<file path="src/rtl/key_set_controller_if.sv">
// Set/adjust key bundle: raw keys in, field select and strobes out.
// master = key controller, slave = field demux side.
interface key_set_controller_if;
  logic       key_mode_n;
  logic       key_adj_n;
  logic [1:0] set;
  logic       adj_pulse_n;
  logic       mode_pulse;
  logic       editing;

  modport master (
    input  key_mode_n,
    input  key_adj_n,
    output set,
    output adj_pulse_n,
    output mode_pulse,
    output editing
  );

  modport slave (
    output key_mode_n,
    output key_adj_n,
    input  set,
    input  adj_pulse_n,
    input  mode_pulse,
    input  editing
  );
endinterface

</file>
<file path="src/rtl/key_set_controller.sv">
// MODE/ADJ key front-end: sync, debounce, field select,
// adjust strobe with auto-repeat and edit timeout.
module key_set_controller #(
  parameter int DEBOUNCE_CYCLES = 20000,
  parameter int HOLD_CYCLES     = 500000,
  parameter int REPEAT_CYCLES   = 100000,
  parameter int TIMEOUT_CYCLES  = 50000000
) (
  input logic                  clk,
  input logic                  rst_n,
  key_set_controller_if.master ks
);

  localparam int DW = (DEBOUNCE_CYCLES > 1) ?
    $clog2(DEBOUNCE_CYCLES) : 1;
  localparam int AMAX = (HOLD_CYCLES > REPEAT_CYCLES) ?
    HOLD_CYCLES : REPEAT_CYCLES;
  localparam int AW = (AMAX > 1) ? $clog2(AMAX) : 1;
  localparam int TW = (TIMEOUT_CYCLES > 1) ?
    $clog2(TIMEOUT_CYCLES) : 1;

  localparam logic [DW-1:0] DB_MAX  = DW'(DEBOUNCE_CYCLES - 1);
  localparam logic [AW-1:0] HLD_MAX = AW'(HOLD_CYCLES - 1);
  localparam logic [AW-1:0] REP_MAX = AW'(REPEAT_CYCLES - 1);
  localparam logic [TW-1:0] TO_MAX  = TW'(TIMEOUT_CYCLES - 1);
  localparam bit            TO_EN   = (TIMEOUT_CYCLES != 0);

  typedef enum logic [1:0] {
    IDLE,
    HELD,
    REPEAT
  } adj_st_e;

  // index 0 = MODE, 1 = ADJ
  logic [1:0]    s1, s2, lvl, lvl_q;
  logic [DW-1:0] dcnt [2];

  always_ff @(posedge clk or negedge rst_n) begin
    if (!rst_n) begin
      s1    <= 2'b11;
      s2    <= 2'b11;
      lvl   <= 2'b11;
      lvl_q <= 2'b11;
      for (int i = 0; i < 2; i++) dcnt[i] <= '0;
    end else begin
      s1    <= {ks.key_adj_n, ks.key_mode_n};
      s2    <= s1;
      lvl_q <= lvl;
      for (int i = 0; i < 2; i++) begin
        if (s2[i] == lvl[i]) begin
          dcnt[i] <= '0;
        end else if (dcnt[i] == DB_MAX) begin
          lvl[i]  <= s2[i];
          dcnt[i] <= '0;
        end else begin
          dcnt[i] <= dcnt[i] + 1'b1;
        end
      end
    end
  end

  logic [1:0] ev;
  logic       mode_ev, adj_ev, adj_up;
  assign ev      = lvl_q & ~lvl;
  assign mode_ev = ev[0];
  assign adj_ev  = ev[1];
  assign adj_up  = lvl[1];

  adj_st_e       st, st_d;
  logic [AW-1:0] at, at_d;
  logic [TW-1:0] tcnt, tcnt_d;
  logic [1:0]    set_q, set_d;
  logic          editing_q, mode_pulse_q, adj_pulse_n_q;
  logic          fire, tmo_fire, run;

  assign run = (set_q == 2'd3);

  // a press on the timeout cycle keeps the user in edit mode
  assign tmo_fire = TO_EN && !run && (tcnt == TO_MAX) && !(|ev);

  always_comb begin
    set_d  = set_q;
    tcnt_d = tcnt + 1'b1;
    if (mode_ev)       set_d = set_q + 2'd1;
    else if (tmo_fire) set_d = 2'd3;
    if ((|ev) || run || tmo_fire) tcnt_d = '0;
  end

  always_comb begin
    st_d = st;
    at_d = at;
    fire = 1'b0;
    if (mode_ev || tmo_fire) begin
      st_d = IDLE;
      at_d = '0;
    end else begin
      unique case (st)
        IDLE: begin
          if (adj_ev && !run) begin
            fire = 1'b1;
            st_d = HELD;
            at_d = '0;
          end
        end
        HELD: begin
          if (adj_up) begin
            st_d = IDLE;
          end else if (at == HLD_MAX) begin
            fire = 1'b1;
            st_d = REPEAT;
            at_d = '0;
          end else begin
            at_d = at + 1'b1;
          end
        end
        REPEAT: begin
          if (adj_up) begin
            st_d = IDLE;
          end else if (at == REP_MAX) begin
            fire = 1'b1;
            at_d = '0;
          end else begin
            at_d = at + 1'b1;
          end
        end
        default: st_d = IDLE;
      endcase
    end
  end

  always_ff @(posedge clk or negedge rst_n) begin
    if (!rst_n) begin
      st            <= IDLE;
      at            <= '0;
      tcnt          <= '0;
      set_q         <= 2'd3;
      editing_q     <= 1'b0;
      mode_pulse_q  <= 1'b0;
      adj_pulse_n_q <= 1'b1;
    end else begin
      st            <= st_d;
      at            <= at_d;
      tcnt          <= tcnt_d;
      set_q         <= set_d;
      editing_q     <= (set_d != 2'd3);
      mode_pulse_q  <= mode_ev;
      adj_pulse_n_q <= ~fire;
    end
  end

  assign ks.set         = set_q;
  assign ks.editing     = editing_q;
  assign ks.mode_pulse  = mode_pulse_q;
  assign ks.adj_pulse_n = adj_pulse_n_q;

endmodule

</file>
<file path="src/flat_wrapper.sv">
// flat-port wrapper written by rule: the top's interface ports become plain ports
module key_set_controller_flat 
#(
  parameter int DEBOUNCE_CYCLES = 20000,
  parameter int HOLD_CYCLES     = 500000,
  parameter int REPEAT_CYCLES   = 100000,
  parameter int TIMEOUT_CYCLES  = 50000000
)
  (clk, rst_n, ks_key_mode_n, ks_key_adj_n, ks_set, ks_adj_pulse_n, ks_mode_pulse, ks_editing);
  key_set_controller_if ks_i ();
  input logic clk;
  input logic rst_n;
  input wire logic [$bits(ks_i.key_mode_n)-1:0] ks_key_mode_n;
  input wire logic [$bits(ks_i.key_adj_n)-1:0] ks_key_adj_n;
  output wire logic [$bits(ks_i.set)-1:0] ks_set;
  output wire logic [$bits(ks_i.adj_pulse_n)-1:0] ks_adj_pulse_n;
  output wire logic [$bits(ks_i.mode_pulse)-1:0] ks_mode_pulse;
  output wire logic [$bits(ks_i.editing)-1:0] ks_editing;
  assign ks_i.key_mode_n = ks_key_mode_n;
  assign ks_i.key_adj_n = ks_key_adj_n;
  assign ks_set = ks_i.set;
  assign ks_adj_pulse_n = ks_i.adj_pulse_n;
  assign ks_mode_pulse = ks_i.mode_pulse;
  assign ks_editing = ks_i.editing;
  key_set_controller #(.DEBOUNCE_CYCLES(DEBOUNCE_CYCLES), .HOLD_CYCLES(HOLD_CYCLES), .REPEAT_CYCLES(REPEAT_CYCLES), .TIMEOUT_CYCLES(TIMEOUT_CYCLES)) u_core (.clk(clk), .rst_n(rst_n), .ks(ks_i));
endmodule
</file>
<file path="config.mk">
export PLATFORM = sky130hd
export DESIGN_NAME = key_set_controller_flat
export DESIGN_NICKNAME = d
export VERILOG_FILES = /design/src/rtl/key_set_controller_if.sv /design/src/rtl/key_set_controller.sv /design/src/flat_wrapper.sv
export SDC_FILE = /design/constraint.sdc
export NUM_CORES = 1
export LEC_CHECK = 0
export CAP_MARGIN = 15
export CORE_MARGIN = 4
export CORE_UTILIZATION = 58
export CTS_BUF_LIST = sky130_fd_sc_hd__clkbuf_2
export DETAILED_ROUTE_END_ITERATION = 8
export GPL_TIMING_DRIVEN = 0
export PLACE_DENSITY_LB_ADDON = 0.1
export SLEW_MARGIN = 25
export SYNTH_ARGS = -nofsm -noshare
export SYNTH_HDL_FRONTEND = slang
export SYNTH_SLANG_ARGS = --single-unit
</file>
<file path="constraint.sdc">
create_clock -name clk -period 2.15 [get_ports clk]
set_input_delay 0.43 -clock clk [delete_from_list [all_inputs] [get_ports clk]]
set_output_delay 0.43 -clock clk [all_outputs]
set_load 0.01 [all_outputs]
</file>
* Yosys cells after proc, flatten, opt, wreduce, memory -nomap -nowiden *
Index checks and enable logic that the tools add are counted.

word-level totals
  bits in registers = 90
  output and inout port bits = 5

cells by class
  $add $sub $neg = 5
  equality and inequality tests = 16
  multiplexer cells = 27
  bitwise operators = 5
  reduce and logical (&&, ||, !) cells = 15

operators by type and width
  kind                                                                      number
  19-bit two-way mux                                                        6
  15-bit two-way mux                                                        4
  19-bit case mux with 3 select lines                                       1
  15-bit by 1-bit adder with 15-bit output (second input constant)          2
  15-bit == test (second input constant)                                    2
  26-bit by 1-bit adder with 26-bit output (second input constant)          1
  26-bit == test (second input constant)                                    1
  26-bit two-way mux                                                        1
  19-bit by 1-bit adder with 19-bit output (second input constant)          1
  19-bit by 17-bit == test with 1-bit output (second input constant)        1
  19-bit == test (second input constant)                                    1
  2-bit two-way mux                                                         7
  1-bit two-way mux                                                         6
  3-bit by 1-bit inequality test with 1-bit output (second input constant)  2
  3-bit inequality test (second input constant)                             2
  2-bit case mux with 3 select lines                                        1
  2-bit == test (second input constant)                                     2
  4-bit by 1-bit inequality test with 1-bit output (second input constant)  1
  2-bit AND reduction                                                       2
  4-bit AND reduction                                                       1
  4-bit nonzero test                                                        1
  1-bit logical AND                                                         3
  1-bit logical OR                                                          3
  1-bit NOT                                                                 3
  11 further kinds                                                          13

* Depth between registers and ports, before layout *
Gate-level depths: netlist of run 1.

  depth after elaboration = 8
  gate-level depth with buffers = 9
  depth with buffers taken out = 7

* Worst setup path before layout of run 1 *
No wires, ideal clock.

  path kind = reg2reg
  start = register u_core.tcnt[0]
  end = register u_core.at[6]
  library setup time = 69 ps
  data arrival time = 2010 ps
  data required time = 2081 ps
  slack = 71 ps
  cell stages (with the launch flop) = 9
  buffers on the path = 1
  period minus slack after synthesis = 2079 ps
  path through = dfrtp_1 -> ha_1 -> and3_1 -> buf_2 -> nand4_2 -> o31ai_4 -> nor2_2 -> or4b_1 -> nand3_1

between the ends
  word-level cells in the longest chain between the ends = 6

RTL lines
  element                                                         line                       source
  start: declaration                                              key_set_controller.sv:71   logic [TW-1:0] tcnt, tcnt_d;
  start signal: assignment                                        key_set_controller.sv:143  tcnt <= tcnt_d;
  26-bit == test *                                                key_set_controller.sv:79   assign tmo_fire = TO_EN && !run && (tcnt == TO_MAX) && !(|ev);
  1-bit logical AND * (2 in series)                               key_set_controller.sv:79
  1-bit logical OR *                                              key_set_controller.sv:93   if (mode_ev || tmo_fire) begin
  3-bit inequality test (no source line) (tied with other cells)  n/a
  4-bit AND reduction (no source line)                            n/a
  end signal: assignment                                          key_set_controller.sv:142  at <= at_d;
  end: declaration                                                key_set_controller.sv:70   logic [AW-1:0] at, at_d;

Every way passes the cells marked *; elsewhere a longest branch is shown, timed or not.
A chain may end at the register's enable or synchronous reset.

* Final worst setup path of run 1 *
  start = register u_core.tcnt[1]
  end = register u_core.at[6]

Same word-level chain as after synthesis.

==> impl_metrics.ini, run 1 <==
[final_layout]
post_route_cells_drive_above_1_share = 0.143
fill_cells = 575
largest_reg_flops = 30
areaGrowthSynthToFinish_pct = 13.7
layout.area.seq_sq_um = 2270
num_antenna_cells = 0
multiInputGateArea_sq_um = 2160
finalNetCount = 505
top_register = u_core.dcnt
post-route-util = 0.692
reg.largest.list = u_core.dcnt x30, u_core.tcnt x26, u_core.at x19

[setup_path]
timing.critical_path.fanout_max = 8
cp_data_required_time_ns = 2.64
critical_path_arrival_ns = 2.62
critical_path_start_end_classification = flop to flop
worstSetupStartpointType = flop
worst_setup_path_end_kind = flop

[pwr]
p_leak_uw = 0.00231
pwr_density_cell_nw_per_um2 = 540
ir_worst_vdd_uv = 392
report.power.total_uw = 2750

[clock_network]
worst_skew_pair.late_latency_ns = 0.54
clock_sinks = 90
tritoncts = yes
cts-htree-levels = 3
cts_root_buffer = sky130_fd_sc_hd__clkbuf_2
cts.clk_slew.worst_paths_ns = 0.25
tritoncts.num_buffers = 9
cts.path.max_buffers = 2

[global_routing]
grt_first_pass_wirelength_mm = 14.2
overall_fraction_of_global_route_tracks_in_use = 0.196
first_global_vias = 3097
antenna_found_initial = 0
grt_overflow_total = 0
grt_start_max_net_pins = 54

[placed_design]
dpl_worst_slack_ns = -0.310
gp_routability_congestion = 0.898
portBuffers = 8
dp_hpwl_mm = 5.50

[sta]
slew-limit-headroom = 0.709
final_max_slew_viol_count = 0
finalCritPeriodShare = 0.991
rsz0062_at_grt = true
timing.clock.skew_ns = 0.0469
count_of_final_setup_violators = 0
timing_hold_violations_final = 0
period_needed_ns = 2.13
max_clock_freq_mhz = 469
worst_pin_slew_ns = 0.437
layout_setup_ws_ns = 0.0195

[die]
fp-row-count = 31
ios = 9
dieHeight_um = 95.9
fp.dieArea_sq_um = 9200
die_width_um = 95.9
initial_core_util = 0.608
floorplan.core_area_sq_um = 7370

[synth]
cell_count_after_synthesis = 456
synth_top_flop_cell = sky130_fd_sc_hd__dfrtp_1
ys_warn_count = 0
synth_area_per_cell_sq_um = 9.83
synth-edff-count = 0
yosys.cell_types.count = 46
synth.cell_area_sq_um = 4480
async_flop_share = 1.00
sequential_area_share_after_synthesis = 0.506
synth.ff_latch_count = 90
synthesis.nets = 470

[routing]
drt_wl_total_mm = 8.50
vias = 3327
ant_nets = 0
post-route-drc-count = 0
routed_wire_length_per_instance_um = 14.3
first_pass_iters = 4
drt_first_iter_violations = 106
vias_per_cell = 5.59

[flow_run]
drv_cap = 0

[worst_hold_path]
worstHoldPathType = primary input to flop

[run_status]
result_of_the_run = complete, no violations
cells in the mapped netlist, types with 2 or more instances:
library cell	number	share of area
sky130_fd_sc_hd__and4_1	4	0.0078
sky130_fd_sc_hd__nand2_1	27	0.023
sky130_fd_sc_hd__dfstp_2	11	0.064
sky130_fd_sc_hd__o211ai_1	3	0.0050
sky130_fd_sc_hd__and2_1	8	0.011
sky130_fd_sc_hd__nor4b_1	4	0.0078
sky130_fd_sc_hd__xor2_1	40	0.078
sky130_fd_sc_hd__o31ai_1	5	0.0084
sky130_fd_sc_hd__xnor2_1	20	0.039
sky130_fd_sc_hd__nand3b_1	3	0.0050
sky130_fd_sc_hd__nor4_1	2	0.0028
sky130_fd_sc_hd__clkbuf_1	10	0.0084
sky130_fd_sc_hd__o21ai_0	7	0.0078
sky130_fd_sc_hd__nor4bb_1	3	0.0067
sky130_fd_sc_hd__a21oi_1	7	0.0078
sky130_fd_sc_hd__inv_1	15	0.013
sky130_fd_sc_hd__dfrtp_1	79	0.44
sky130_fd_sc_hd__nor3_1	10	0.011
sky130_fd_sc_hd__nor2_1	84	0.070
sky130_fd_sc_hd__o2111ai_1	3	0.0059
sky130_fd_sc_hd__nand4_1	20	0.028
sky130_fd_sc_hd__ha_1	10	0.028
sky130_fd_sc_hd__buf_2	5	0.0056
sky130_fd_sc_hd__nand2b_1	6	0.0084
sky130_fd_sc_hd__and3_1	12	0.017
sky130_fd_sc_hd__nand3_1	31	0.035
sky130_fd_sc_hd__mux2i_1	2	0.0045
sky130_fd_sc_hd__o21bai_1	2	0.0033
sky130_fd_sc_hd__a22oi_1	4	0.0067
sky130_fd_sc_hd__mux2_2	2	0.0050
sky130_fd_sc_hd__nand4b_1	2	0.0039
cell usage in the layout, fill, tap and decap left out, types with 3 or more instances in the layout:
| cell type | count |
|---|---|
| sky130_fd_sc_hd__nand2b_1 | 6 |
| sky130_fd_sc_hd__xor2_1 | 40 |
| sky130_fd_sc_hd__dfstp_2 | 11 |
| sky130_fd_sc_hd__xnor2_1 | 20 |
| sky130_fd_sc_hd__o31ai_1 | 5 |
| sky130_fd_sc_hd__buf_4 | 15 |
| sky130_fd_sc_hd__and2_1 | 8 |
| sky130_fd_sc_hd__dfrtp_1 | 78 |
| sky130_fd_sc_hd__o21ai_0 | 7 |
| sky130_fd_sc_hd__nor2_1 | 84 |
| sky130_fd_sc_hd__buf_6 | 9 |
| sky130_fd_sc_hd__and4_1 | 4 |
| sky130_fd_sc_hd__o211ai_1 | 3 |
| sky130_fd_sc_hd__inv_1 | 15 |
| sky130_fd_sc_hd__clkbuf_1 | 4 |
| sky130_fd_sc_hd__a21oi_1 | 5 |
| sky130_fd_sc_hd__nand3_1 | 30 |
| sky130_fd_sc_hd__nand2_1 | 26 |
| sky130_fd_sc_hd__nor3_1 | 10 |
| sky130_fd_sc_hd__a22oi_1 | 4 |
| sky130_fd_sc_hd__and3_1 | 10 |
| sky130_fd_sc_hd__clkbuf_2 | 13 |
| sky130_fd_sc_hd__nand3b_1 | 3 |
| sky130_fd_sc_hd__nor4b_1 | 4 |
| sky130_fd_sc_hd__o2111ai_1 | 3 |
| sky130_fd_sc_hd__nand4_1 | 20 |
| sky130_fd_sc_hd__clkdlybuf4s50_1 | 5 |
| sky130_fd_sc_hd__ha_1 | 9 |
routing by layer:
layer	global-route usage	wire, um
met1	0.255	3870
met2	0.329	4210
met3	0.0508	281
met4	0.0450	136
met5	0	0
critical path: stages (launching register included):
cell                      delay, ns
sky130_fd_sc_hd__dfrtp_1       0.42
sky130_fd_sc_hd__ha_2          0.19
sky130_fd_sc_hd__and3_4        0.18
sky130_fd_sc_hd__buf_6         0.11
sky130_fd_sc_hd__nand4_4       0.09
sky130_fd_sc_hd__o31ai_4       0.25
sky130_fd_sc_hd__buf_6         0.17
sky130_fd_sc_hd__nor2_4        0.07
sky130_fd_sc_hd__or4b_4        0.53
sky130_fd_sc_hd__nand3_2       0.07
report_power, final:
group	internal (uW)	total [uW]	leakage, uW	switching, uW
clock network	403	955	0.0000828	552
logic	23.2	72.6	0.00103	49.4
registers	1710	1720	0.00119	10.3
repair_timing:
item                                    4_1_cts  5_1_grt
cloned                                        0        2
buffers inserted                              8        8
pin swaps                                     1        7
hold endpoints to repair                     31        0
resized for setup                             8       33
endpoints found under the setup margin       48       46
hold buffers                                  1        0
area by class of cell:
class | count | area share
plain buffers | 11 | 0.0157
clock buffers | 12 | 0.0118
clock inverters | 4 | 0.0150
inverters | 15 | 0.0110
multi-input cells | 336 | 0.424
flip-flops and latches | 90 | 0.445
well taps | 99 | 0.0243
repair buffers | 28 | 0.0538
worst paths after layout:
kind	startpoint	endpoint	slack, ns	depth (start not counted)
setup / recovery	u_core.tcnt[1]$_DFF_PN0_	u_core.at[6]$_DFFE_PN0P_	0.02	9
hold / removal	ks_key_adj_n	u_core.s1[1]$_DFF_PN1_	0.28	1
setup reg to reg	u_core.tcnt[1]$_DFF_PN0_	u_core.at[6]$_DFFE_PN0P_	0.02	9
hold reg to reg	u_core.s1[0]$_DFF_PN1_	u_core.s2[0]$_DFF_PN1_	0.37	0
max in group asynchronous	rst_n	u_core.s2[1]$_DFF_PN1_	1.20	3
min in group asynchronous	rst_n	u_core.tcnt[24]$_DFF_PN0_	0.32	2
kinds of logic (layout without fill, tap and decap cells):
| group | count (synthesis) | in the layout | share of synthesized area |
|---|---|---|---|
| AO/OA/AOI/OAI | 37 | 37 | 0.0589 |
| flip-flops | 90 | 90 | 0.506 |
| XOR/XNOR | 60 | 60 | 0.117 |
| adder cells (fa/ha/maj) | 10 | 10 | 0.0279 |
| AND/OR/NAND/NOR | 225 | 225 | 0.254 |
| multiplexers | 4 | 4 | 0.00949 |
| buffers and inverters | 30 | 70 | 0.0265 |
through the flow:
step           cells  TNS, ns  hold slack (ns)  cell area (sq um)
2_1_floorplan    456        0            0.134               4480
3_3_place_gp     563  -222.80            0.346               4690
3_5_place_dp     564    -8.17            0.348               4710
4_1_cts          587        0            0.223               4940
5_1_grt          595   -0.452            0.193               5100
6_report         595        0            0.281               5100
Note: power is estimated with default switching activity, not from simulation.
==> run 2, diff against run 1 <==
Settings changed: CORE_MARGIN 4 to 1, HOLD_SLACK_MARGIN set to 0.1.
==> impl_metrics.ini, run 2 (synthesis gave the netlist of run 1 again) <==
[worst_hold_path]
worst_hold_path.endpoint = u_core.s1[1]$_DFF_PN1_
worstHoldPathType = primary input to flop
min_delay_path_depth = 1
hp-start = ks_key_adj_n

[setup_path]
timing.critical_path.cells = clkdlybuf4s50_1
critPathSlowestCell = sky130_fd_sc_hd__dfstp_2
critical_path_arrival_ns = 1.64
worstRegToRegCells = 8
timing.critical_path.max_delay_family = flip-flops
timing.critical_path.fanout_max = 1
worst_setup_path_end_kind = output port
critical_path_start_end_classification = flop to output port
cp_data_required_time_ns = 1.72
critPathMaxStageDelay_ns = 0.57
worstReg2RegStart = u_core.tcnt[1]$_DFF_PN0_
path_buf_inv = 1
ff2ff_setup_slack_ns = 0.09
rr_endpoint = u_core.tcnt[20]$_DFF_PN0_
worstSetupStartpointType = flop

[pwr]
pwr_density_cell_nw_per_um2 = 509
p_leak_uw = 0.00225
report.power.total_uw = 2570
ir_worst_vdd_uv = 467

[clock_network]
cts.path.max_buffers = 2
tritoncts.num_buffers = 9
cts.clk_slew.worst_paths_ns = 0.24
cts-htree-levels = 3
cts_root_buffer = sky130_fd_sc_hd__clkbuf_2
clock_sinks = 90
worst_skew_pair.late_latency_ns = 0.57
tritoncts = yes

[global_routing]
global_route.usage.met1 = 0.293
grt_busiest_layer = met2
antenna_found_initial = 0
gr-usage-met3 = 0.0541
groute.layer.met2.usage = 0.381
first_global_vias = 3252
grt_first_pass_wirelength_mm = 14.7
grt_overflow_total = 0
grt_start_max_net_pins = 48
overall_fraction_of_global_route_tracks_in_use = 0.226

[final_layout]
post_route_cells_drive_above_1_share = 0.139
postLayoutCellArea_sq_um = 5040
largest_reg_flops = 30
mostFrequentLayoutCell = sky130_fd_sc_hd__nor2_1
reg.largest.list = u_core.dcnt x30, u_core.tcnt x26, u_core.at x19
post-route-util = 0.684
areaGrowthSynthToFinish_pct = 12.5
top_register = u_core.dcnt
layout_common_cells = sky130_fd_sc_hd__nor2_1, sky130_fd_sc_hd__dfrtp_1, sky130_fd_sc_hd__xor2_1
num_antenna_cells = 0
finalNetCount = 505

[routing]
drt_wl_total_mm = 8.44
vias = 3362
ant_nets = 0
first_pass_iters = 5
vias_per_cell = 5.65
post-route-drc-count = 0
routed_wire_length_per_instance_um = 14.2
drt_first_iter_violations = 175

[sta]
worst_pin_slew_ns = 0.436
timing.hold.ws_ns = 0.247
final_max_slew_viol_count = 0
timing_hold_violations_final = 0
layout_setup_ws_ns = 0.0842
count_of_final_setup_violators = 0
slew-limit-headroom = 0.709
rsz0062_at_grt = true
finalCritPeriodShare = 0.961
timing.clock.skew_ns = 0.0292
period_needed_ns = 2.07
max_clock_freq_mhz = 484

[placed_design]
portBuffers = 8
gp_routability_congestion = 0.862
dp_hpwl_mm = 5.70
detailed_place.area_sq_um = 4710
dpl_worst_slack_ns = -0.329

[die]
ios = 9
floorplan.core_area_sq_um = 7370
fp.dieArea_sq_um = 8080
dieHeight_um = 89.9
initial_core_util = 0.608
fp-row-count = 31
die_width_um = 89.9

[flow_run]
drv_cap = 0

[run_status]
result_of_the_run = complete, no violations
run 2: cell count changes in the layout (fill, tap and decap cells not counted), sizes merged:
cell	previous run	this run
buf	25	26
dlygate4sd2	0	2
bufinv	2	0
clkbuf	18	14
clkinv	0	4
dlymetal6s2s	2	0
inv	16	17
run 2: per-layer routing:
layer / wire [um] / up-vias
met3: 333 / 14
met4: 89 / 0
li1: - / 1644
met1: 3810 / 1640
met2: 4210 / 64
met5: 0 / -
run 2: area by class of cell:
class | count | area (sq um)
timing repair buffer | 29 | 275
clock inverter | 7 | 53.8
tap | 99 | 124
fill | 580 | 2330
clock buffer | 9 | 45.0
sequential | 90 | 2270
buffer | 10 | 65.1
inverter | 15 | 56.3
multi-input combinational | 336 | 2150
run 2: how the worst max path moves through the flow:
stage	start	endpoint	slack (ns)	depth (start not counted)
floorplan	u_core.tcnt[0]$_DFF_PN0_	u_core.at[6]$_DFFE_PN0P_	0.07	8
global placement	rst_n	u_core.tcnt[8]$_DFF_PN0_	-2.54	1
detailed placement	u_core.st[0]$_DFFE_PN0P_	u_core.at[18]$_DFFE_PN0P_	-0.33	7
CTS	u_core.tcnt[0]$_DFF_PN0_	u_core.at[6]$_DFFE_PN0P_	0.02	9
global route	u_core.tcnt[1]$_DFF_PN0_	u_core.at[6]$_DFFE_PN0P_	-0.05	9
finish	u_core.ks.adj_pulse_n$_DFF_PN1_	ks_adj_pulse_n	0.08	1
run 2: metrics by stage:
step	cells	TNS, ns
final	595	0
after CTS	587	0
after global routing	595	-0.324
after global placement	563	-223.47
after detailed placement	564	-7.62
after floorplan	456	0
run 2: what timing repair did:
item / 4_1_cts / 5_1_grt
hold buffers: 1 / 0
setup endpoints to repair: 43 / 42
pin swaps: 2 / 7
gates resized for setup: 9 / 23
hold endpoints to repair: 85 / 0
setup buffers: 8 / 11
run 2: worst register-to-register path, cell delays in order (launching register included):
cell	delay, ns
sky130_fd_sc_hd__dfrtp_1	0.42
sky130_fd_sc_hd__ha_2	0.18
sky130_fd_sc_hd__and3_4	0.18
sky130_fd_sc_hd__buf_6	0.12
sky130_fd_sc_hd__nand4_1	0.13
sky130_fd_sc_hd__or2_2	0.32
sky130_fd_sc_hd__clkbuf_1	0.16
sky130_fd_sc_hd__or3_1	0.36
sky130_fd_sc_hd__a21oi_1	0.14
run 2: power breakdown:
group	leakage, uW	internal, uW	switching (uW)
Sequential	0.00119	1710	10.7
Clock	0.0000618	164	604
Combinational	0.00100	23.3	49.4
==> run 3, diff against run 2 <==
Settings changed: CAP_MARGIN 15 to not set, CORE_UTILIZATION 58 to 64.
Clock period 2.15 ns to 2.3 ns, I/O delays scaled along.
==> impl_metrics.ini, run 3 (synthesis gave the netlist of run 1 again) <==
[run_status]
result_of_the_run = complete, no violations

[clock_network]
worst_skew_pair.late_latency_ns = 0.55
cts-htree-levels = 3
tritoncts = yes
cts.path.max_buffers = 2
tritoncts.num_buffers = 9
clock_sinks = 90
cts.clk_slew.worst_paths_ns = 0.25
cts_root_buffer = sky130_fd_sc_hd__clkbuf_2

[sta]
slew-limit-headroom = 0.694
timing.clock.skew_ns = 0.0252
max_clock_freq_mhz = 456
worst_pin_slew_ns = 0.459
finalCritPeriodShare = 0.954
period_needed_ns = 2.19
rsz0062_at_grt = false
count_of_final_setup_violators = 0
final_max_slew_viol_count = 0
timing_hold_violations_final = 0

[die]
floorplan.core_area_sq_um = 6790
fp.dieArea_sq_um = 7340
initial_core_util = 0.660
fp-row-count = 30
die_width_um = 85.7
dieHeight_um = 85.7
ios = 9

[setup_path]
worstReg2RegStart = u_core.tcnt[0]$_DFF_PN0_
crit_path_start = u_core.ks.set[0]$_DFF_PN1_
timing.critical_path.max_delay_family = flip-flops
critPathMaxStageDelay_ns = 0.64
critical_path_start_end_classification = flop to output port
worst_setup_path_end_kind = output port
worstRegToRegCells = 9
rr_endpoint = u_core.at[6]$_DFFE_PN0P_
worstSetupStartpointType = flop
cp_data_required_time_ns = 1.84
worstSetupPathDepth = 1
timing.critical_path.fanout_max = 6
worst_setup_path_endpoint = ks_set[0]
ff2ff_setup_slack_ns = 0.14
critPathSlowestCell = sky130_fd_sc_hd__dfstp_2
critical_path_arrival_ns = 1.73
path_buf_inv = 1
timing.critical_path.cells = clkdlybuf4s50_1

[pwr]
pwr_density_cell_nw_per_um2 = 530
p_leak_uw = 0.00220
report.power.total_uw = 2620
ir_worst_vdd_uv = 564

[final_layout]
areaGrowthSynthToFinish_pct = 10.2
top_register = u_core.dcnt
mostFrequentLayoutCell = sky130_fd_sc_hd__nor2_1
multiInputGateArea_sq_um = 2130
reg.largest.list = u_core.dcnt x30, u_core.tcnt x26, u_core.at x19
postLayoutCellArea_sq_um = 4940
post_route_cells_drive_above_1_share = 0.103
num_antenna_cells = 0
largest_reg_flops = 30
finalNetCount = 494
fill_cells = 477
layout.area.seq_sq_um = 2270
finish.cell_count_without_fillers = 581
layout_common_cells = sky130_fd_sc_hd__nor2_1, sky130_fd_sc_hd__dfrtp_1, sky130_fd_sc_hd__xor2_1

[routing]
first_pass_iters = 5
vias = 3287
drt_wl_total_mm = 8.27
drt_first_iter_violations = 233
post-route-drc-count = 0
ant_nets = 0
routed_wire_length_per_instance_um = 14.2
vias_per_cell = 5.66

[global_routing]
grt_overflow_total = 0
grt_first_pass_wirelength_mm = 14.3
antenna_found_initial = 0
first_global_vias = 3058
grt_start_max_net_pins = 55
overall_fraction_of_global_route_tracks_in_use = 0.245

[placed_design]
dp_hpwl_mm = 5.64
detailed_place.area_sq_um = 4710
post-place-cells = 561
gp_routability_congestion = 0.856
portBuffers = 8

[worst_hold_path]
worstHoldPathType = primary input to flop

[flow_run]
drv_cap = 0
## run 3: layer usage
| metal | wire [um] | global-route usage | vias to the layer above | share of wire |
|---|---|---|---|---|
| met5 | 0 | 0 | - | 0 |
| li1 | - | - | 1612 | - |
| met3 | 270 | 0.0385 | 16 | 0.033 |
| met4 | 168 | 0.106 | 0 | 0.020 |
| met1 | 3930 | 0.343 | 1580 | 0.47 |
| met2 | 3910 | 0.385 | 79 | 0.47 |
## run 3: timing repair
item | in CTS | in global routing
hold buffers | 1 | 0
setup buffers | 3 | 3
endpoints found under the setup margin | 36 | 37
cloned | 0 | 0
resized for setup | 4 | 6
endpoints found under the hold margin | 65 | 0
pin swaps | 1 | 0
## run 3: power breakdown
group          leakage (uW)  switching (uW)  internal, uW
Combinational      0.000919            45.9          21.3
Clock             0.0000844             567           372
Sequential          0.00119            9.96          1600
## run 3: how the worst min path moves through the flow
stage	start	end	slack, ns	cells after the start
after floorplan	rst_n	u_core.at[0]$_DFFE_PN0P_	0.16	0
after global placement	u_core.s1[1]$_DFF_PN1_	u_core.s2[1]$_DFF_PN1_	0.35	0
after detailed placement	u_core.s1[1]$_DFF_PN1_	u_core.s2[1]$_DFF_PN1_	0.35	0
after CTS	ks_key_mode_n	u_core.s1[0]$_DFF_PN1_	0.24	1
after global routing	ks_key_mode_n	u_core.s1[0]$_DFF_PN1_	0.22	1
final	ks_key_mode_n	u_core.s1[0]$_DFF_PN1_	0.28	1
## run 3: through the flow
step / hold slack, ns / TNS (ns) / worst slack, ns / utilization
detailed placement: 0.347 / -2.69 / -0.141 / 0.693
floorplan: 0.164 / 0 / 0.221 / -
finish: 0.276 / 0 / 0.105 / 0.727
global placement: 0.347 / -204.06 / -2.37 / 0.689
global route: 0.223 / 0 / 0.00304 / 0.727
CTS: 0.242 / 0 / 0.0359 / 0.721
## run 3: final cells by class
| type | count | share of cell area |
|---|---|---|
| Multi-Input combinational cell | 336 | 0.431 |
| Timing Repair Buffer | 16 | 0.0332 |
| Sequential cell | 90 | 0.459 |
| Inverter | 15 | 0.0114 |
| Clock buffer | 9 | 0.00912 |
| Buffer | 12 | 0.0117 |
| Clock inverter | 7 | 0.0205 |
| Tap cell | 96 | 0.0243 |
